<file path="config.mk">
export PLATFORM = sky130hd
export DESIGN_NAME = param_commit_scheduler
export DESIGN_NICKNAME = d
export VERILOG_FILES = /design/src/rtl/param_commit_scheduler.sv
export SDC_FILE = /design/constraint.sdc
export NUM_CORES = 1
export LEC_CHECK = 0
export BUFFER_PORTS_ARGS = -buffer_cell sky130_fd_sc_hd__clkbuf_2
export CELL_PAD_IN_SITES_DETAIL_PLACEMENT = 0
export CELL_PAD_IN_SITES_GLOBAL_PLACEMENT = 2
export CORE_MARGIN = 5
export CORE_UTILIZATION = 37
export DETAILED_ROUTE_END_ITERATION = 16
export GPL_TIMING_DRIVEN = 0
export PLACE_DENSITY_LB_ADDON = 0.08
export SETUP_SLACK_MARGIN = 0.05
export SLEW_MARGIN = 20
export SYNTH_ARGS = -nofsm -noshare
export SYNTH_HDL_FRONTEND = slang
export SYNTH_SLANG_ARGS = --single-unit
</file>
<file path="constraint.sdc">
create_clock -name clk_pixel -period 2.65 [get_ports clk_pixel]
set_clock_uncertainty 0.15 [all_clocks]
set_input_delay 0.3975 -clock clk_pixel [delete_from_list [all_inputs] [get_ports clk_pixel]]
set_output_delay 0.3975 -clock clk_pixel [all_outputs]
set_load 0.01 [all_outputs]
</file>
<file path="src/rtl/param_commit_scheduler.sv">
// Generates the snapshot bank's new_frame load strobe. Parameter changes may commit only in
// vertical blanking, after the crossing pipe settles, and not while the renderer reads them.
module param_commit_scheduler #(
  parameter int unsigned SETTLE_CYCLES = 4,
  parameter int unsigned MAX_DEFER     = 3,
  parameter int unsigned CNT_W         = 16
) (
  input  logic             clk_pixel,
  input  logic             rst_n,
  input  logic             vsync,
  input  logic             render_busy,
  input  logic             dirty_toggle_async,
  input  logic             force_commit,
  output logic             commit,
  output logic             pending,
  output logic [1:0]       deferred_frames,
  output logic [CNT_W-1:0] commit_count
);

  localparam int unsigned CntW   = (SETTLE_CYCLES > 1) ? $clog2(SETTLE_CYCLES) : 1;
  localparam logic [1:0]  MaxDef = 2'(MAX_DEFER);

  typedef enum logic [1:0] {StIdle, StSettle, StWaitRender, StCommit} state_e;

  state_e            state_q;
  logic [CntW-1:0]   cnt_q;
  logic              commit_q;
  logic [1:0]        defer_q;
  logic [CNT_W-1:0]  count_q;

  logic sync1_q, sync2_q, hist_q;
  logic dirty_q, force_q, vsync_q;

  logic dirty_edge, rise, fall, at_max;
  logic [1:0] defer_inc;

  assign dirty_edge = sync2_q ^ hist_q;
  assign rise       = vsync & ~vsync_q;
  assign fall       = ~vsync & vsync_q;
  assign at_max     = (defer_q >= MaxDef);
  assign defer_inc  = at_max ? defer_q : defer_q + 2'd1;

  // A new edge or force request in the commit cycle wins over the clear, so it is never lost.
  always_ff @(posedge clk_pixel or negedge rst_n) begin
    if (!rst_n) begin
      sync1_q <= 1'b0;
      sync2_q <= 1'b0;
      hist_q  <= 1'b0;
      dirty_q <= 1'b0;
      force_q <= 1'b0;
      vsync_q <= 1'b0;
    end else begin
      sync1_q <= dirty_toggle_async;
      sync2_q <= sync1_q;
      hist_q  <= sync2_q;
      dirty_q <= dirty_edge | (dirty_q & ~commit_q);
      force_q <= force_commit | (force_q & ~commit_q);
      vsync_q <= vsync;
    end
  end

  always_ff @(posedge clk_pixel or negedge rst_n) begin
    if (!rst_n) begin
      state_q  <= StIdle;
      cnt_q    <= '0;
      commit_q <= 1'b0;
      defer_q  <= '0;
      count_q  <= '0;
    end else begin
      commit_q <= 1'b0;
      unique case (state_q)
        StIdle: begin
          if (rise && pending) begin
            state_q <= StSettle;
            cnt_q   <= CntW'(SETTLE_CYCLES - 1);
          end
        end
        StSettle: begin
          if (fall) begin
            state_q <= StIdle;
            defer_q <= defer_inc;
          end else if (cnt_q == '0) begin
            state_q <= StWaitRender;
          end else begin
            cnt_q <= cnt_q - CntW'(1);
          end
        end
        StWaitRender: begin
          // Starvation bound: once the deferral limit is hit, busy no longer blocks the commit.
          if (!render_busy || at_max) begin
            state_q  <= StCommit;
            commit_q <= 1'b1;
          end else if (fall) begin
            state_q <= StIdle;
            defer_q <= defer_inc;
          end
        end
        StCommit: begin
          state_q <= StIdle;
          defer_q <= '0;
          count_q <= count_q + CNT_W'(1);
        end
        default: state_q <= StIdle;
      endcase
    end
  end

  assign commit          = commit_q;
  assign pending         = dirty_q | force_q;
  assign deferred_frames = defer_q;
  assign commit_count    = count_q;

endmodule
</file>
==> results of run 1 <==
[metal layers]
| layer | GRT usage | routed length [um] | vias up |
|---|---|---|---|
| li1 | - | - | 432 |
| met3 | 0.0565 | 156 | 4 |
| met5 | 0 | 0 | - |
| met4 | 0.0456 | 33 | 0 |
| met1 | 0.144 | 1110 | 407 |
| met2 | 0.143 | 954 | 23 |
[metrics by stage]
step	setup WS [ns]	util	cells	power [uW]	area (sq um)
floorplan	0.969	-	109	815	1310
global placement	0.932	0.440	180	911	1490
detailed placement	0.907	0.440	180	921	1490
CTS	0.878	0.459	188	1200	1560
global route	0.771	0.459	188	1260	1560
finish	0.898	0.459	188	1170	1560
[critical path: stages, from the launching register on]
cell and delay (ns):
sky130_fd_sc_hd__dfrtp_1 0.40, sky130_fd_sc_hd__inv_1 0.06, sky130_fd_sc_hd__ha_1 0.20, sky130_fd_sc_hd__nor3_1 0.37, sky130_fd_sc_hd__mux2_2 0.38, sky130_fd_sc_hd__a21oi_1 0.13
[layout make-up]
type	instances	share of cell area
flip-flops and latches	29	0.466
inverters	8	0.0193
repair buffers	26	0.0868
clock buffers	7	0.0354
multi-input cells	70	0.345
plain buffers	2	0.0105
well taps	46	0.0370
[timing repair]
item                                   CTS  global route
endpoints found under the hold margin   29             0
resized for setup                        0             0
hold buffers                             1             0
[cells in the mapped netlist, drive strengths merged]
library cell	n	share of area
nor2	4	0.011
ha	3	0.029
o21ai	2	0.0076
nand3	3	0.025
buf	2	0.012
and4	3	0.022
nor3	4	0.015
nor4b	1	0.0067
xor2	7	0.047
a31o	1	0.0067
dfrtp	29	0.55
nor3b	1	0.014
nand4	3	0.014
a21o	2	0.011
a21oi	4	0.015
xnor2	10	0.067
and3	2	0.014
and2	2	0.0096
nor2b	3	0.020
mux2	3	0.026
a32oi	1	0.0067
nand2	9	0.026
inv	8	0.023
mux2i	2	0.015
[flip-flops by register name, summed over array words and instances, names as in the netlist]
name / count
sync1_q: 1
vsync_q: 1
hist_q: 1
state_q: 2
sync2_q: 1
deferred_frames: 2
commit_count: 16
commit: 1
dirty_q: 1
cnt_q: 2
force_q: 1
[where the power goes]
part | switching (uW) | leakage (uW) | internal, uW
clock network | 139 | 0.0000314 | 125
registers | 72.3 | 0.000367 | 518
logic | 158 | 0.000395 | 155
[cell families (layout without fill, tap and decap cells)]
| group | after synthesis | after routing | synth area share |
|---|---|---|---|
| adders and majority gates | 3 | 3 | 0.0287 |
| buffers and inverters | 10 | 43 | 0.0354 |
| and+or+nand+nor | 35 | 35 | 0.179 |
| AOI/OAI and AO/OA | 10 | 10 | 0.0478 |
| muxes | 5 | 5 | 0.0411 |
| DFF | 29 | 29 | 0.554 |
| xor gates and xnor gates | 17 | 17 | 0.114 |
[final timing paths]
check / start / end / slack (ns)
worst max-delay path: cnt_q[0] / cnt_q[1] / 0.90
worst min-delay path: dirty_toggle_async / sync1_q / 0.03
worst min register to register: sync1_q / sync2_q / 0.21
worst max register to register: cnt_q[0] / cnt_q[1] / 0.90
max in group asynchronous: rst_n / commit_count[9] / 1.38
min in group asynchronous: rst_n / force_q / 0.51
==> results.md, run 1 <==
- Result of the run: completed
- Total area of sequential cells: 726 sq um
- Synth unique cells: 30
- Worst vdd ir: 0.000382 V
- Routability cong.: 0.719
- Final-layout worst hold slack: 0.0322 ns
- Combined global-route utilization of all metal layers: 0.107
- Fill cells: 330
- Setup_tns: 0 ns
- Clock Latency Late Sink: 0.32 ns
- Chip Width: 69.5 um
- Count of maximum capacitance violations: 0
- Total wirelength of the detailed-routed design: 2260 um
- Post-CTS repair timing setup buffer count: 0
- Overflow left after global routing: 0
- Fraction of layout instances using a drive strength above 1: 0.310
- Mapped Avg Cell Area: 12.0 sq um
- Crit path time final: 1.75 ns
- Crit path max fanout: 3
- Clock-pin slew on the worst setup and hold paths: 0.08 ns
- Synthesized instance count: 109
- Most common cell after layout, fill and taps aside: sky130_fd_sc_hd__dfrtp_1
- Signed area change from the synthesized netlist to the final layout: 18.9%
- HPWL reported at the end of detailed placement: 1680 um
- Final Hold Fails: 0
- Routed WL per cell: 12.0 um
- Initial standard-cell utilization of the core: 0.386
- Yosys warns: 0
- Required time at the endpoint of the critical path: 2.75 ns
- Vertical die dimension: 69.5 um
- Post-route fraction of the period consumed by the critical path: 0.661
- Synthesized netlist net count: 118
- Site row count: 21
- Reg2reg path depth: 5
- Number of primary I/O pins: 26
- Area of the placeable core: 0.00339 sq mm
- Via count of the first global-routing pass: 850
- Hold crit path type: primary input to flip-flop
- CTS tree: built
- Ant. Diodes: 0
- CTS Sinks: 29
- Flops & latches, synth: 29
- Total count of max-transition violations in the final report: 0
- Antenna violations before repair: 0
- Highest Clock Rate: 0.571 GHz
- DR DRC count: 0
- Leading cell types in the layout, fill and taps excluded: 29 x sky130_fd_sc_hd__dfrtp_1, 25 x sky130_fd_sc_hd__clkbuf_2, 10 x sky130_fd_sc_hd__xnor2_1
- Count of port buffers added during placement: 25
- Area of the mapped netlist: 0.00131 sq mm
- Max_slew headroom: 0.520
- Deepest clock path buffer count: 2
- CTS Root Buffer Type: sky130_fd_sc_hd__clkbuf_4
- Reported leakage power: 0.000793 uW
- DIE AREA: 0.00483 sq mm
- Crit path arrival time: 1.85 ns
- Clock buffer count from CTS: 5
- Kind of end point of the critical path: flip-flop
- Sequential area share after synthesis: 0.554
- Hold path cells: 1
- Largest net degree at the start of global routing: 30
- Multi-input logic area: 537 sq um
- Final setup viols: 0
- CP Class: flip-flop to flip-flop
- Crit path launch type: flip-flop
- Initial DRT Pass Iterations: 2
- Setup repair after global routing missed its margin: no
- Number of levels in the clock H-tree: 2
- Iteration-0 DRC Markers: 48
- Wire length of the first global-routing pass: 3980 um
- Pwr per Cell Area: 751 mW/mm^2
- Vias post-DR: 866
- Number of nets with antenna violations after routing: 0
- Vias per inst: 4.61
- Final-stage net count: 151
- Measured slew at the worst slew-check pin: 0.720 ns
Power figures use the tool's default switching activity.
==> inputs of run 2 (changes only) <==
--- a/config.mk
+++ b/config.mk
@@ -9,7 +9,7 @@
 export CELL_PAD_IN_SITES_DETAIL_PLACEMENT = 0
 export CELL_PAD_IN_SITES_GLOBAL_PLACEMENT = 2
 export CORE_MARGIN = 5
-export CORE_UTILIZATION = 37
+export CORE_UTILIZATION = 35
 export DETAILED_ROUTE_END_ITERATION = 16
 export GPL_TIMING_DRIVEN = 0
 export PLACE_DENSITY_LB_ADDON = 0.08
==> constraint.sdc (replaced) <==
create_clock -name clk_pixel -period 1.8 [get_ports clk_pixel]
set_clock_uncertainty 0.15 [all_clocks]
set_input_delay 0.27 -clock clk_pixel [delete_from_list [all_inputs] [get_ports clk_pixel]]
set_output_delay 0.27 -clock clk_pixel [all_outputs]
set_load 0.01 [all_outputs]
==> run 2 against run 1 <==
Sequential power up 48%. Critical path depth unchanged. Register-to-register slack worse by 0.77 ns. Fmax up 4.5%. Sequential share of layout area down 2.9 points. Combinational power up 68%.
==> results.md, run 2 (same netlist as run 1, synthesis figures left out) <==
- Result of the run: completed
- Deepest clock path buffer count: 2 (unchanged)
- Post-route fraction of the period consumed by the critical path: 0.931 (+0.270)
- Setup_tns: 0 ns (unchanged)
- Pwr per Cell Area: 1230 mW/mm^2 (+64%)
- Chip Width: 71.2 um (+2.4%)
- Final setup viols: 0 (unchanged)
- Leading cell types in the layout, fill and taps excluded: 29 x sky130_fd_sc_hd__dfrtp_1, 25 x sky130_fd_sc_hd__clkbuf_2, 10 x sky130_fd_sc_hd__xnor2_1
- Kind of cell with the highest combined delay on the critical path: compound AO/OA/AOI/OAI gates
- Number of levels in the clock H-tree: 2 (unchanged)
- Multi-input logic area: 556 sq um (+3.5%)
- Via count of the first global-routing pass: 902 (+6.1%)
- HPWL reported at the end of detailed placement: 1670 um (-0.67%)
- Site row count: 22 (+4.8%)
- Slowest-stage cell, CP: sky130_fd_sc_hd__dfrtp_1
- Measured slew at the worst slew-check pin: 0.711 ns (-0.00856 ns)
- Flip-flop count of the largest register after layout: 16 (unchanged)
- Setup repair after global routing missed its margin: no
- Iteration-0 DRC Markers: 24 (-50%)
- Final-stage net count: 155 (+2.6%)
- Crit path arrival time: 1.69 ns (-0.16 ns)
- Clock-pin slew on the worst setup and hold paths: 0.06 ns (-0.02 ns)
- Signed area change from the synthesized netlist to the final layout: 27.0%
- Vias per inst: 4.56 (-1.1%)
- Fill cells: 371 (+12%)
- Routability cong.: 0.684 (-4.9%)
- DIE AREA: 0.00506 sq mm (+4.9%)
- Clock Latency Late Sink: 0.28 ns (-0.04 ns)
- Count of maximum capacitance violations: 0 (unchanged)
- Fraction of layout instances using a drive strength above 1: 0.336 (+0.0258)
- Final Hold Fails: 0 (unchanged)
- Wire length of the first global-routing pass: 4090 um (+2.8%)
- CTS tree: built
- Hold crit path type: primary input to flip-flop
- Crit path launch type: flip-flop
- Reported leakage power: 0.000838 uW (+5.8%)
- Initial DRT Pass Iterations: 2 (unchanged)
- Largest net degree at the start of global routing: 30 (unchanged)
- Hold path cells: 2 (+1)
- Total wirelength of the detailed-routed design: 2400 um (+6.2%)
- Total count of max-transition violations in the final report: 0 (unchanged)
- Most common cell after layout, fill and taps aside: sky130_fd_sc_hd__dfrtp_1
- Final core area utilization: 0.457 (-0.00191)
- Total stage count of the critical path: 5 (unchanged)
- Overflow left after global routing: 0 (unchanged)
- Highest Clock Rate: 0.597 GHz (+4.5%)
- Buffers & Inverters on Critical Path: 1 (unchanged)
- Count of port buffers added during placement: 25 (unchanged)
- Vertical die dimension: 71.2 um (+2.4%)
- CP Class: flip-flop to flip-flop
- Clock buffer count from CTS: 5 (unchanged)
- Antenna violations before repair: 0 (unchanged)
- Required time at the endpoint of the critical path: 1.81 ns (-0.94 ns)
- Initial standard-cell utilization of the core: 0.360 (-0.0259)
- Routed WL per cell: 12.3 um (+2.9%)
- CTS Sinks: 29 (unchanged)
- Vias post-DR: 884 (+2.1%)
- Crit path max fanout: 3 (unchanged)
- Area of the placeable core: 0.00363 sq mm (+7.2%)
- Number of primary I/O pins: 26 (unchanged)
- Combined global-route utilization of all metal layers: 0.109 (+0.00110)
- CTS Root Buffer Type: sky130_fd_sc_hd__clkbuf_8
- Total area of sequential cells: 726 sq um (unchanged)
- Worst vdd ir: 0.000665 V (+74%)
- Ant. Diodes: 0 (unchanged)
- Number of nets with antenna violations after routing: 0 (unchanged)
- Kind of end point of the critical path: flip-flop
- Reg2reg path depth: 5 (unchanged)
- Ordered list of cells on the worst path: ha_1, inv_1, a31o_2, a32oi_2, mux2_2
- DR DRC count: 0 (unchanged)
- Highest cell delay on the worst timing path: 0.38 ns (-0.02 ns)
- Max_slew headroom: 0.526 (+0.00571)
- Crit path time final: 1.68 ns (-0.0755 ns)
run 2: changes by cell type in the layout (fill, tap and decap cells not counted), moves of 2 or more:
cell and change:
sky130_fd_sc_hd__buf_4 +2, sky130_fd_sc_hd__clkbuf_4 -5, sky130_fd_sc_hd__clkbuf_8 +4, sky130_fd_sc_hd__dlygate4sd3_1 +2
run 2: final timing paths:
kind                               startpoint                  to  slack [ns]
max                        deferred_frames[1]  deferred_frames[0]        0.12
min                              force_commit             force_q        0.02
max reg2reg                deferred_frames[1]  deferred_frames[0]        0.12
min reg2reg                           sync1_q             sync2_q        0.20
max in group asynchronous               rst_n     commit_count[3]        0.62
min in group asynchronous               rst_n    commit_count[13]        0.42
run 2: layout make-up:
class	instances	area share
sequential	29	0.437
multi-input combinational	70	0.334
tap	48	0.0361
clock inverter	2	0.0211
buffer	2	0.00979
inverter	8	0.0181
clock buffer	5	0.0414
timing repair buffer	30	0.102
run 2: metal layers:
metal | GRT usage | up-vias | share of wire | wire length, um
met5 | 0 | - | 0 | 0
met4 | 0.0564 | 0 | 0.019 | 46
met3 | 0.0597 | 5 | 0.064 | 153
met2 | 0.168 | 19 | 0.49 | 1180
met1 | 0.119 | 420 | 0.42 | 1010
li1 | - | 440 | - | -
run 2: stage by stage:
stage	cell area (sq um)	power, uW	cells	hold WS, ns	setup slack, ns
floorplan	1310	1200	109	-0.176	0.119
global placement	1490	1350	182	0.193	0.0347
detailed placement	1490	1360	182	0.190	0.0355
CTS	1640	2040	192	0.00898	0.0856
global route	1660	2200	194	0.00516	0.0497
finish	1660	2040	194	0.0156	0.124
run 2: where the power goes:
part,internal (uW),switching [uW],leakage [uW],total (uW)
registers,765,107,0.000367,872
logic,265,262,0.000418,527
clock network,402,241,0.0000540,642
total,1430,610,0.000838,2040
run 2: timing repair:
action | in CTS | in global routing
endpoints found under the hold margin | 31 | 0
hold buffers | 3 | 0
buffers inserted | 0 | 2
pin swaps | 0 | 2
gates resized for setup | 2 | 1
endpoints found under the setup margin | 2 | 2
